$ cat src/rtl/dpram_arb_pkg.sv
// Shared constants and helpers for the dual-port RAM arbiter.
// Lane numbering and slice math live here so the top and any client agree on them.
package dpram_arb_pkg;

    localparam int PORT_A = 0;
    localparam int PORT_B = 1;

    // One extra address bit so out-of-range requests are representable.
    function automatic int addr_w(input int height);
        return $clog2(height) + 1;
    endfunction

    function automatic int lane_lo(input int lane, input int width);
        return lane * width;
    endfunction

endpackage

$ cat src/rtl/dpram_port_arbiter_rr_pick.sv
// Round-robin first-one finder: first set, unmasked bit at or after ptr_i, wrapping.
module rr_pick #(
    parameter int N  = 4,
    parameter int IW = $clog2(N)
) (
    input  logic [N-1:0]  vector_i,
    input  logic [IW-1:0] ptr_i,
    input  logic [N-1:0]  mask_i,
    output logic [N-1:0]  onehot_o,
    output logic [IW-1:0] index_o,
    output logic          found_o
);

    logic [N-1:0] cand;
    assign cand = vector_i & ~mask_i;

    always_comb begin
        onehot_o = '0;
        index_o  = '0;
        found_o  = 1'b0;
        for (int k = 0; k < N; k++) begin
            automatic int j = (int'(ptr_i) + k) % N;
            if (!found_o && cand[j]) begin
                found_o     = 1'b1;
                index_o     = IW'(j);
                onehot_o[j] = 1'b1;
            end
        end
    end

endmodule

$ cat src/rtl/dpram_port_arbiter.sv
// Grants up to two requesters per cycle onto the two RAM ports with round-robin
// fairness, and returns registered read data one cycle after the grant.
module dpram_port_arbiter
    import dpram_arb_pkg::*;
#(
    parameter int NUM_REQ = 4,
    parameter int WIDTH   = 32,
    parameter int HEIGHT  = 48,
    parameter int ADDR_W  = addr_w(HEIGHT)
) (
    input  logic                      clk,
    input  logic                      rst_n,
    input  logic [NUM_REQ-1:0]        req,
    input  logic [NUM_REQ-1:0]        req_we,
    input  logic [NUM_REQ*ADDR_W-1:0] req_addr,
    input  logic [NUM_REQ*WIDTH-1:0]  req_wdata,
    output logic [NUM_REQ-1:0]        gnt,
    output logic [NUM_REQ-1:0]        rvalid,
    output logic [NUM_REQ-1:0]        rerr,
    output logic [2*WIDTH-1:0]        rdata,
    output logic [NUM_REQ-1:0]        rport,
    output logic [ADDR_W-1:0]         ram_addr_a,
    output logic [ADDR_W-1:0]         ram_addr_b,
    output logic [WIDTH-1:0]          ram_data_a,
    output logic [WIDTH-1:0]          ram_data_b,
    output logic                      ram_we_a,
    output logic                      ram_we_b,
    input  logic [WIDTH-1:0]          ram_q_a,
    input  logic [WIDTH-1:0]          ram_q_b
);

    localparam int IW = $clog2(NUM_REQ);

    logic [IW-1:0]        rr_ptr_q, rr_ptr_d;
    logic [NUM_REQ-1:0]   rvalid_q, rvalid_d;
    logic [NUM_REQ-1:0]   rerr_q, rerr_d;
    logic [NUM_REQ-1:0]   rport_q, rport_d;
    logic [2*WIDTH-1:0]   rdata_q, rdata_d;

    logic [ADDR_W-1:0]    addr_arr [NUM_REQ];
    logic [WIDTH-1:0]     wdata_arr [NUM_REQ];

    for (genvar g = 0; g < NUM_REQ; g++) begin : g_unpack
        assign addr_arr[g]  = req_addr[g*ADDR_W +: ADDR_W];
        assign wdata_arr[g] = req_wdata[g*WIDTH +: WIDTH];
    end

    logic [NUM_REQ-1:0] oh_a, oh_b;
    logic [IW-1:0]      idx_a, idx_b;
    logic               found_a, found_b;

    rr_pick #(.N(NUM_REQ), .IW(IW)) u_pick_a (
        .vector_i (req),
        .ptr_i    (rr_ptr_q),
        .mask_i   ('0),
        .onehot_o (oh_a),
        .index_o  (idx_a),
        .found_o  (found_a)
    );

    rr_pick #(.N(NUM_REQ), .IW(IW)) u_pick_b (
        .vector_i (req),
        .ptr_i    (rr_ptr_q),
        .mask_i   (oh_a),
        .onehot_o (oh_b),
        .index_o  (idx_b),
        .found_o  (found_b)
    );

    logic [ADDR_W-1:0] addr_a, addr_b;
    logic [WIDTH-1:0]  wdata_a, wdata_b;
    logic              we_a, we_b, inr_a, inr_b, conflict, gnt_a, gnt_b;

    assign addr_a  = addr_arr[idx_a];
    assign addr_b  = addr_arr[idx_b];
    assign wdata_a = wdata_arr[idx_a];
    assign wdata_b = wdata_arr[idx_b];
    assign we_a    = req_we[idx_a];
    assign we_b    = req_we[idx_b];
    assign inr_a   = addr_a < ADDR_W'(HEIGHT);
    assign inr_b   = addr_b < ADDR_W'(HEIGHT);

    // Two writes to one address: port B backs off rather than racing port A.
    assign conflict = found_a && found_b && we_a && we_b && (addr_a == addr_b);
    assign gnt_a    = rst_n && found_a;
    assign gnt_b    = rst_n && found_b && !conflict;

    assign gnt = (gnt_a ? oh_a : '0) | (gnt_b ? oh_b : '0);

    assign ram_we_a   = gnt_a && we_a && inr_a;
    assign ram_we_b   = gnt_b && we_b && inr_b;
    assign ram_addr_a = gnt_a ? addr_a : '0;
    assign ram_addr_b = gnt_b ? addr_b : '0;
    assign ram_data_a = gnt_a ? wdata_a : '0;
    assign ram_data_b = gnt_b ? wdata_b : '0;

    function automatic logic [IW-1:0] ptr_after(input logic [IW-1:0] i);
        return (int'(i) == NUM_REQ - 1) ? '0 : i + 1'b1;
    endfunction

    always_comb begin
        rr_ptr_d = rr_ptr_q;
        rvalid_d = '0;
        rerr_d   = '0;
        rport_d  = '0;
        rdata_d  = rdata_q;

        if (gnt_b)
            rr_ptr_d = ptr_after(idx_b);
        else if (gnt_a)
            rr_ptr_d = ptr_after(idx_a);

        if (gnt_a) begin
            if (!inr_a) begin
                rerr_d[idx_a] = 1'b1;
            end else if (!we_a) begin
                rvalid_d[idx_a] = 1'b1;
                rport_d[idx_a]  = 1'(PORT_A);
                rdata_d[lane_lo(PORT_A, WIDTH) +: WIDTH] = ram_q_a;
            end
        end
        if (gnt_b) begin
            if (!inr_b) begin
                rerr_d[idx_b] = 1'b1;
            end else if (!we_b) begin
                rvalid_d[idx_b] = 1'b1;
                rport_d[idx_b]  = 1'(PORT_B);
                rdata_d[lane_lo(PORT_B, WIDTH) +: WIDTH] = ram_q_b;
            end
        end
    end

    always_ff @(posedge clk or negedge rst_n) begin
        if (!rst_n) begin
            rr_ptr_q <= '0;
            rvalid_q <= '0;
            rerr_q   <= '0;
            rport_q  <= '0;
            rdata_q  <= '0;
        end else begin
            rr_ptr_q <= rr_ptr_d;
            rvalid_q <= rvalid_d;
            rerr_q   <= rerr_d;
            rport_q  <= rport_d;
            rdata_q  <= rdata_d;
        end
    end

    assign rvalid = rvalid_q;
    assign rerr   = rerr_q;
    assign rport  = rport_q;
    assign rdata  = rdata_q;

endmodule

$ cat config.mk
export PLATFORM = sky130hd
export DESIGN_NAME = dpram_port_arbiter
export DESIGN_NICKNAME = d
export VERILOG_FILES = /design/src/rtl/dpram_arb_pkg.sv /design/src/rtl/dpram_port_arbiter_rr_pick.sv /design/src/rtl/dpram_port_arbiter.sv
export SDC_FILE = /design/constraint.sdc
export NUM_CORES = 1
export LEC_CHECK = 0
export CAP_MARGIN = 20
export CORE_AREA = 2 2 151 153
export DETAILED_ROUTE_END_ITERATION = 10
export DIE_AREA = 0 0 153 155
export PLACE_DENSITY_LB_ADDON = 0.08
export SYNTH_ARGS = -nofsm -noshare
export SYNTH_HDL_FRONTEND = slang
export SYNTH_SLANG_ARGS = --single-unit
$ cat constraint.sdc
create_clock -name clk -period 10.8 [get_ports clk]
set_input_delay 2.16 -clock clk [delete_from_list [all_inputs] [get_ports clk]]
set_output_delay 2.16 -clock clk [all_outputs]
set_load 0.01 [all_outputs]
==> results.toml <==
[outcome]
status = "completed"

[setup_path]
crit_type = "primary input to output pin"
startpoint = "req[3]"
critPathLaunchType = "primary input"
crit_fanout = 29
r2r_end = "rdata[37]"
crit_required_ps = 8640
rrSetupSlack_ps = 3840
r2r_start = "rr_ptr_q[1]"
cp.arrival_ps = 8060
end_kind = "output pin"
worstRegToRegCells = 17

[global_routing]
grt.total_usage_pct = 27.2
grt_pass1_vias = 8699
grt_pass1_wl_um = 50900
antenna_found_initial = 8
grt_max_degree = 80
grt_overflow = 0

[detailed_routing]
vias_per_cell = 5.48
drt_first_iter_violations = 524
antenna_left = 0
vias = 8834
wl_um = 33900
post_drt_wl_per_cell_um = 21.0
route.detailed.drc = 0
firstDrtPassIters = 7

[synth]
syn_avg_cell_area_um2 = 7.95
async_flop_share_pct = 100
netlist_area_um2 = 7730
synth_cell_type_count = 68
ys_ff_latch = 78
synthCells = 973
synth-main-ff-cell = "dfrtp_1"
ys_warn_count = 0
synth_enable_flop_cells = 0
syn_nets = 1218
yosysSeqAreaShare_pct = 25.2

[power]
powerDensity_nw_per_um2 = 441
leakagePower_nw = 5.08
irDropWorstVdd_uv = 271

[clock_network]
cts.clk_slew.worst_paths_ps = 60
cts_root_buffer = "clkbuf_16"
holdBufCountCts = 0
cts_htree_levels = 3
cts_tree = "built"
clock_latency_ps = 330
numCtsBuffers = 9
clkSinkCount = 78
clock_path_buffers = 2

[sta]
fin_skew_ps = 5.58
timing.final.crit_share_pct = 94.7
max_freq_mhz = 97.8
final_hold_viol_count = 0
rsz0062_at_grt = "false"
worst_slew_pin_slew_ps = 887
tns_ps = 0
fin_ws_ps = 577
maxSlewViolCount = 0
holdWs_ps = 471
min_period_ps = 10220
setup_viol = 0
slew_headroom_pct = 40.3

[cells_and_area]
area_growth_pct = 57.6
stdcell_area_um2 = 12200
fin_util_pct = 54.8
drive_above_1_share_pct = 6.53
layout_common_cells = "clkdlybuf4s50_1 (388), nand2_1 (268), dfrtp_1 (77), a211oi_1 (72), mux2i_1 (58)"
mostFrequentLayoutCell = "clkdlybuf4s50_1"
nNetsFinal = 1558
fillers = 2109

[run]
drv_cap = 0

[floorplanning]
die_x_um = 153
core_area_um2 = 22200
fp-row-count = 55
die_h_um = 155
io_pins = 390
dieArea_um2 = 23700
start_util_pct = 34.8

[hold_path]
hold_depth = 2
hold_path.class = "flip-flop to flip-flop"
hold_end = "rdata[22]"
min_from = "rdata[22]"

[placed_design]
gp_congestion = 0.928
dpl_cell_area_um2 = 11800
dpl.hpwl_um = 26200
preCtsSetupSlack_ps = 495
io_buffers = 389
Yosys cell counts (7+ instances only):
cell	n	area (um^2)
nand2_1	268	1010
dfrtp_1	78	1950
a211oi_1	72	541
mux2i_1	58	581
clkbuf_1	56	210
nor2_1	46	173
nor2b_1	43	269
and3_1	37	231
a311oi_1	33	289
mux2_1	33	372
o21ai_0	25	125
ha_1	15	188
buf_2	11	55.1
inv_1	11	41.3
mux2_2	11	124
mux4_2	11	248
a21oi_1	10	50.1
and2_1	9	56.3
nand3_1	8	40.0
o211ai_1	8	60.1
a22oi_1	7	52.6
buf_6	7	78.8
o22ai_1	7	43.8
cells by family after synthesis:
| logic type | after synthesis | synth area share, % |
|---|---|---|
| buffers and inverters | 98 | 5.81 |
| and+or+nand+nor | 441 | 26.0 |
| adders and majority gates | 15 | 2.43 |
| xor gates and xnor gates | 4 | 0.453 |
| muxes | 114 | 17.4 |
| DFF | 78 | 25.2 |
| AOI/OAI and AO/OA | 223 | 22.7 |
per-stage QoR:
step	total power [mW]	std cells
finish	5.38	1611
global route	5.79	1611
CTS	5.38	1599
detailed placement	5.05	1583
global placement	5.05	1582
floorplan	3.36	973
flip-flops by register name, indices dropped and copies added, names as in the netlist:
register and count:
rr_ptr_q 2, rvalid 4, rport 4, rdata 64, rerr 4
routing by layer:
metal	up-vias	GRT usage [%]	wire length (um)
li1	4224	-	-
met1	4112	34.0	14000
met2	418	44.8	15700
met3	80	5.21	2340
met4	0	13.7	1780
met5	-	0	0
worst max-delay path, cell delays in order:
cell and delay [ps]:
clkdlybuf4s50_1 600, mux4_2 740, a211oi_1 460, o211ai_1 400, mux4_2 630, nor4_4 400, o21a_2 380, inv_2 300
nor4_1 340, a211oi_1 70, and4_1 190, nand4_1 130, o21bai_4 120, buf_4 190, nor3_1 300, clkdlybuf4s50_1 620
area by class of cell:
class / count / area (um^2) / area share, %
Sequential cell: 78 / 1950 / 16.0
Timing Repair Buffer: 413 / 4120 / 33.8
Tap cell: 285 / 357 / 2.93
Antenna cell: 8 / 20.0 / 0.164
Clock inverter: 6 / 70.1 / 0.575
Inverter: 14 / 52.6 / 0.431
Multi-Input combinational cell: 797 / 5380 / 44.2
Clock buffer: 10 / 229 / 1.88
worst max path at each step:
stage | cells past startpoint | slack [ps] | end
global placement | 16 | 560 | ram_addr_b[1]
floorplan | 16 | 2500 | gnt[0]
CTS | 16 | 480 | ram_addr_b[1]
global route | 17 | 220 | ram_we_b
finish | 16 | 580 | ram_we_b
detailed placement | 16 | 500 | ram_addr_b[1]
where the power goes:
group          switching, mW  internal (mW)
combinational           2.60           1.97
clock                  0.122          0.181
sequential            0.0711          0.433
what timing repair did:
item / CTS / global route
setup endpoints to repair: 0 / 33
gates resized for setup: 0 / 0
buffers inserted: 0 / 3
endpoints found under the hold margin: 0 / 0
Power figures use the tool's default switching activity.
